File: config.mk
export PLATFORM = sky130hd
export DESIGN_NAME = voting_ballot_console
export DESIGN_NICKNAME = d
export VERILOG_FILES = /design/src/rtl/voting_ballot_console.sv
export SDC_FILE = /design/constraint.sdc
export NUM_CORES = 1
export LEC_CHECK = 0
export BUFFER_PORTS_ARGS = -buffer_cell sky130_fd_sc_hd__buf_4
export CORE_ASPECT_RATIO = 0.7
export CORE_MARGIN = 10
export CORE_UTILIZATION = 45
export DETAILED_ROUTE_END_ITERATION = 10
export GPL_TIMING_DRIVEN = 0
export PLACE_DENSITY = 0.66
export SYNTH_ARGS = -nofsm -noshare
export SYNTH_HDL_FRONTEND = slang
export SYNTH_SLANG_ARGS = --single-unit
File: constraint.sdc
create_clock -name clk -period 2 [get_ports clk]
set_clock_uncertainty 0.2 [all_clocks]
set_input_delay 0.1 -clock clk [delete_from_list [all_inputs] [get_ports clk]]
set_output_delay 0.1 -clock clk [all_outputs]
set_load 0.01 [all_outputs]
File: src/rtl/voting_ballot_console.sv
// Voter-side front end for the three-candidate vote counter: button debounce,
// one-ballot-per-authorization sequencing and clean candidate pulses.
//
//  state    | meaning
//  ---------+-----------------------------------------------------------
//  S_IDLE   | lines low, waiting for voter_auth; presses are rejected
//  S_ARMED  | o_ready high, waiting for a single clean candidate press
//  S_SEND   | latched candidate line high for PULSE_CYCLES cycles
//  S_GAP    | lines low for >= GAP_CYCLES and until all buttons released
//  S_CLOSED | o_voting_over high until close_poll drops
module voting_ballot_console #(
    parameter int DEBOUNCE_CYCLES = 16,
    parameter int PULSE_CYCLES    = 4,
    parameter int GAP_CYCLES      = 24
) (
    input  logic        clk,
    input  logic        rst,
    input  logic        btn_1,
    input  logic        btn_2,
    input  logic        btn_3,
    input  logic        voter_auth,
    input  logic        close_poll,
    output logic        o_candidate_1,
    output logic        o_candidate_2,
    output logic        o_candidate_3,
    output logic        o_voting_over,
    output logic        o_ready,
    output logic        o_reject,
    output logic [15:0] o_ballots_cast
);

    localparam int DB_W   = $clog2(DEBOUNCE_CYCLES + 1);
    localparam int TM_MAX = (PULSE_CYCLES > GAP_CYCLES) ? PULSE_CYCLES : GAP_CYCLES;
    localparam int TM_W   = $clog2(TM_MAX + 1);

    localparam logic [DB_W-1:0] DB_LAST    = DB_W'(DEBOUNCE_CYCLES - 1);
    localparam logic [TM_W-1:0] PULSE_LOAD = TM_W'(PULSE_CYCLES - 1);
    localparam logic [TM_W-1:0] GAP_LOAD   = TM_W'(GAP_CYCLES - 1);

    typedef enum logic [2:0] {
        S_IDLE,
        S_ARMED,
        S_SEND,
        S_GAP,
        S_CLOSED
    } state_t;

    logic [2:0]      w_btn_raw;
    logic [2:0]      r_sync1;
    logic [2:0]      r_sync2;
    logic [2:0]      r_db;
    logic [2:0]      r_db_d;
    logic [DB_W-1:0] r_db_cnt [3];

    logic [2:0]      w_press;
    logic            w_press_any;
    logic            w_press_valid;

    state_t          r_state;
    state_t          w_state_nxt;
    logic [TM_W-1:0] r_timer;
    logic [TM_W-1:0] w_timer_nxt;
    logic [2:0]      r_choice;
    logic [2:0]      w_choice_nxt;
    logic            r_close_pend;
    logic            w_close_pend_nxt;
    logic            w_reject_nxt;
    logic            w_ballot_inc;

    logic [2:0]      r_cand;
    logic            r_voting_over;
    logic            r_ready;
    logic            r_reject;
    logic [15:0]     r_ballots;

    assign w_btn_raw = {btn_3, btn_2, btn_1};

    always_ff @(posedge clk or negedge rst) begin
        if (!rst) begin
            r_sync1 <= 3'b000;
            r_sync2 <= 3'b000;
        end else begin
            r_sync1 <= w_btn_raw;
            r_sync2 <= r_sync1;
        end
    end

    // Counter tracks consecutive samples that disagree with the debounced level;
    // any agreeing sample restarts it.
    always_ff @(posedge clk or negedge rst) begin
        if (!rst) begin
            r_db   <= 3'b000;
            r_db_d <= 3'b000;
            for (int i = 0; i < 3; i++) begin
                r_db_cnt[i] <= '0;
            end
        end else begin
            r_db_d <= r_db;
            for (int i = 0; i < 3; i++) begin
                if (r_sync2[i] == r_db[i]) begin
                    r_db_cnt[i] <= '0;
                end else if (r_db_cnt[i] == DB_LAST) begin
                    r_db[i]     <= r_sync2[i];
                    r_db_cnt[i] <= '0;
                end else begin
                    r_db_cnt[i] <= r_db_cnt[i] + 1'b1;
                end
            end
        end
    end

    assign w_press       = r_db & ~r_db_d;
    assign w_press_any   = |w_press;
    assign w_press_valid = $onehot(w_press) && ((r_db & ~w_press) == 3'b000);

    always_ff @(posedge clk or negedge rst) begin
        if (!rst) begin
            r_state      <= S_IDLE;
            r_timer      <= '0;
            r_choice     <= 3'b000;
            r_close_pend <= 1'b0;
        end else begin
            r_state      <= w_state_nxt;
            r_timer      <= w_timer_nxt;
            r_choice     <= w_choice_nxt;
            r_close_pend <= w_close_pend_nxt;
        end
    end

    always_comb begin
        w_state_nxt      = r_state;
        w_timer_nxt      = r_timer;
        w_choice_nxt     = r_choice;
        w_close_pend_nxt = r_close_pend;
        w_reject_nxt     = 1'b0;
        w_ballot_inc     = 1'b0;
        case (r_state)
            S_IDLE: begin
                w_choice_nxt     = 3'b000;
                w_close_pend_nxt = 1'b0;
                if (close_poll) begin
                    w_state_nxt = S_CLOSED;
                end else if (w_press_any) begin
                    w_reject_nxt = 1'b1;
                end else if (voter_auth) begin
                    w_state_nxt = S_ARMED;
                end
            end
            S_ARMED: begin
                if (close_poll) begin
                    w_state_nxt = S_CLOSED;
                end else if (w_press_any) begin
                    if (w_press_valid) begin
                        w_choice_nxt = w_press;
                        w_timer_nxt  = PULSE_LOAD;
                        w_state_nxt  = S_SEND;
                    end else begin
                        w_reject_nxt = 1'b1;
                    end
                end
            end
            S_SEND: begin
                if (close_poll) begin
                    w_close_pend_nxt = 1'b1;
                end
                if (r_timer == '0) begin
                    w_timer_nxt  = GAP_LOAD;
                    w_ballot_inc = 1'b1;
                    w_state_nxt  = S_GAP;
                end else begin
                    w_timer_nxt = r_timer - 1'b1;
                end
            end
            S_GAP: begin
                if (close_poll) begin
                    w_close_pend_nxt = 1'b1;
                end
                if (r_timer != '0) begin
                    w_timer_nxt = r_timer - 1'b1;
                end else if (r_db == 3'b000) begin
                    // A close request seen anywhere in SEND/GAP takes effect only here.
                    w_state_nxt      = (r_close_pend || close_poll) ? S_CLOSED : S_IDLE;
                    w_close_pend_nxt = 1'b0;
                    w_choice_nxt     = 3'b000;
                end
            end
            S_CLOSED: begin
                if (!close_poll) begin
                    w_state_nxt = S_IDLE;
                end
            end
            default: begin
                w_state_nxt = S_IDLE;
            end
        endcase
    end

    always_ff @(posedge clk or negedge rst) begin
        if (!rst) begin
            r_cand        <= 3'b000;
            r_voting_over <= 1'b0;
            r_ready       <= 1'b0;
            r_reject      <= 1'b0;
        end else begin
            r_cand        <= (w_state_nxt == S_SEND) ? w_choice_nxt : 3'b000;
            r_voting_over <= (w_state_nxt == S_CLOSED);
            r_ready       <= (w_state_nxt == S_ARMED);
            r_reject      <= w_reject_nxt;
        end
    end

    always_ff @(posedge clk or negedge rst) begin
        if (!rst) begin
            r_ballots <= 16'h0000;
        end else if (w_ballot_inc && (r_ballots != 16'hFFFF)) begin
            r_ballots <= r_ballots + 16'h0001;
        end
    end

    assign o_candidate_1  = r_cand[0];
    assign o_candidate_2  = r_cand[1];
    assign o_candidate_3  = r_cand[2];
    assign o_voting_over  = r_voting_over;
    assign o_ready        = r_ready;
    assign o_reject       = r_reject;
    assign o_ballots_cast = r_ballots;

endmodule

==> metrics.log <==
INFO  metric grt_first_pass_wirelength = approximately 9.2 mm
INFO  metric ys_seq_elements = between 60 and 70
INFO  metric flow.area_growth_from_synthesis = 35.2%
INFO  metric drt-total-wl = 5.52 mm
INFO  metric fp.dieArea = just under 0.01 mm2
INFO  metric transition_at_the_pin_with_the_smallest_max_transition_slack = roughly 0.76 ns
INFO  metric cts.sinks = 61
INFO  metric maxCapViolations = 0
INFO  metric totalNegativeSetupSlack = -2.84 ns
INFO  metric avgViaCountPerCell = just over 5
INFO  metric synthFlopType = sky130_fd_sc_hd__dfrtp_1
INFO  metric met1_usage = 0.157
INFO  metric totalPowerFinal = between 2 and 2.5 mW
INFO  metric highest_clock_rate = roughly 0.44 GHz
INFO  metric numCtsBuffers = 9
INFO  metric yosys.area_share.xor_xnor = 0.0741
INFO  metric postSynthNetCount = 248
INFO  metric ant_nets = 0
INFO  metric tritoncts = built
INFO  metric clock-root-buffer = sky130_fd_sc_hd__clkbuf_8
INFO  metric power_per_cell_area = 652 mW/mm2
INFO  metric post-route-util = 0.636
INFO  metric detailedRoute.firstIterationViolations = 80
INFO  metric synth_compound_gate_area_share = 0.0796
INFO  metric yosys.area_share.adder = 0.0304
INFO  metric synth_seq_area_share = 0.561
INFO  metric status = finished with violations
INFO  metric yosys-mux-area-fraction = 0.0202
INFO  metric fin_crit_sh = 1.13
INFO  metric setup_crit_end_kind = flip-flop
INFO  metric timing.hold.ws = between 0.1 and 0.15 ns
INFO  metric postSynthCellCount = ~240
INFO  metric drt_pre_antenna_iters = 4
INFO  metric routed-via-count = 1,928
INFO  metric num-nets-final = 315
INFO  metric final-hold-violation-count = 0
INFO  metric synth_top_family_by_area = simple AND/OR/NAND/NOR gates
INFO  metric cp_data_required_time = 2.01 ns
INFO  metric globalRoute.busiestLayer = met2
INFO  metric first_global_vias = just under 2,000
INFO  metric dpl.hpwl = 3.49 mm
INFO  metric grt_use_met2 = 0.165
INFO  metric chipWidth = around 110 um
INFO  metric ctsLongestPathBuffers = 2
INFO  metric die_h = 85.1 um
INFO  metric arrival = around 2.3 ns
INFO  metric row_count = 23
INFO  metric maximum_fanout_encountered_on_the_critical_timing_path = 3
INFO  metric place_congestion = 0.771
INFO  metric synth-warning-count = 0
INFO  metric port-buffer-count = 28
INFO  metric synth.lib_cells_used.distinct = 52
INFO  metric violations = negative setup slack
INFO  metric timing.final.crit_period = between 2 and 2.5 ns
INFO  metric worst_hold_path_type = reg -> reg
INFO  metric grt.total_usage = 0.118
INFO  metric cts.clk_slew.worst_paths = approximately 0.060 ns
INFO  metric stdcell_area = 0.00368 mm2
INFO  metric initial_utilization = 0.470
INFO  metric h-tree-depth = 3
INFO  metric setup_viol = 13
INFO  metric timing_max_transition_violations_final = 0
INFO  metric floorplan.core_area = 0.00578 mm2
INFO  metric ys_async_sr_fraction = 1.00
INFO  metric pin_count = 29
INFO  metric grt_use_met3 = 0.0457
INFO  metric post_synth_and_or_nand_nor_area_fraction = 0.222
INFO  metric antenna_violations_before_repair = 0
INFO  metric average_footprint_of_a_synthesized_cell = 11.6 um2
INFO  metric routedWlPerCell = between 10 and 15 um
INFO  metric grt_start_max_net_pins = 62
INFO  metric ir_worst_vdd = about 0.00044 V
INFO  metric postLayoutSetupSlackWorst = -0.261 ns
INFO  metric placement.cell_area = about 0.003 mm2
INFO  metric synth_area = between 0.002 and 0.003 mm2
INFO  metric number_of_design_rule_violations_left_after_detail_routing = 0
INFO  metric worst-setup-path-type = reg -> reg
INFO  metric clock_latency = roughly 0.33 ns
INFO  metric grt_setup_unrepaired = yes
INFO  metric congestion_overflow_gr = 0
INFO  metric antenna_cells = 0
INFO  metric synth_enable_flop_cells = 0
INFO  metric critical_path.startpoint_type = flip-flop
INFO  metric leakagePower = between 1.5 and 2 nW
INFO  metric slew_headroom = 0.496
INFO  metric share_of_layout_cells_above_drive_strength_1 = 0.382
==> kinds of logic after synthesis <==
kind of cell / after synthesis
and+or+nand+nor: 98
adders and majority gates: 6
buffers and inverters: 8
AOI/OAI and AO/OA: 34
DFF: 61
muxes: 5
xor gates and xnor gates: 23
==> routing by layer <==
layer | vias up | wire, um
li1 | 946 | -
met1 | 942 | 2700
met2 | 36 | 2540
met3 | 4 | 237
met4 | 0 | 45
met5 | - | 0
==> cell type report <==
cell class                      instances  area [um2]
Inverter                                6        22.5
Clock inverter                          4        50.0
Multi-Input combinational cell        166        1370
Timing Repair Buffer                   58         478
Sequential cell                        61        1530
Tap cell                               75        93.8
Clock buffer                           11         131
Fill cell                             458        2110
==> Yosys cell counts, drive strengths merged (4+ instances only) <==
library cell,instances,share of area
ha,5,0.023
and2,7,0.016
nand2b,7,0.016
nand2,19,0.028
or2,5,0.012
inv,6,0.0083
nor3,6,0.021
dfrtp,61,0.56
nor2b,4,0.0092
o21ai,13,0.024
xor2,18,0.058
xnor2,5,0.016
a21oi,6,0.011
nor2,18,0.025
nand3,12,0.027
mux2,4,0.017
and3,8,0.018
==> flip-flops by register name, summed over array words and instances (netlist names) <==
signal and cells:
r_sync1 3, r_db 3, r_cand 3, r_state 3, o_reject 1, r_timer 5, o_ready 1, r_db_cnt 15
r_close_pend 1, o_ballots_cast 16, o_voting_over 1, r_choice 3, r_sync2 3, r_db_d 3
==> final timing paths <==
kind                       slack, ns  cells past startpoint      endpoint       start
max in group asynchronous       0.87                      2       r_db[1]         rst
min reg2reg                     0.15                      0    r_sync2[0]  r_sync1[0]
min in group asynchronous       0.17                      2  r_db_cnt[12]         rst
max reg2reg                    -0.26                      7     r_cand[0]   r_db_d[2]
max                            -0.26                      7     r_cand[0]   r_db_d[2]
min                             0.15                      0    r_sync2[0]  r_sync1[0]
==> report_power, final <==
group          switching [mW]  internal (mW)
combinational          0.0546         0.0422
sequential             0.0208           1.26
clock                   0.453          0.567
==> placed cells by master (no fill, tap or decap), drive strengths merged, types with 7 or more instances in the layout <==
cell type / count
dfrtp: 61
buf: 52
nand2: 19
xor2: 18
nor2: 18
o21ai: 13
nand3: 12
clkbuf: 11
and3: 8
and2: 7
nand2b: 7
==> per-stage QoR <==
stage / worst slack, ns / cells
4_1_cts: -0.206 / 377
3_3_place_gp: -0.263 / 338
2_1_floorplan: -0.0410 / 235
6_report: -0.261 / 381
5_1_grt: -0.391 / 381
3_5_place_dp: -0.269 / 338
==> worst max-delay path: stages, from the launching register on <==
cell                       delay, ns
sky130_fd_sc_hd__dfrtp_1        0.38
sky130_fd_sc_hd__nand2b_4       0.15
sky130_fd_sc_hd__fa_1           0.49
sky130_fd_sc_hd__nor2b_2        0.16
sky130_fd_sc_hd__nand3_2        0.12
sky130_fd_sc_hd__o311a_4        0.43
sky130_fd_sc_hd__o21ai_2        0.13
sky130_fd_sc_hd__a21oi_1        0.08
==> timing repair <==
item	CTS	global route
resized for setup	14	24
hold buffers	6	0
setup buffers	18	6
setup endpoints to repair	25	28
hold endpoints to repair	70	0
pin swaps	11	17
(Power assumes the default switching activity.)
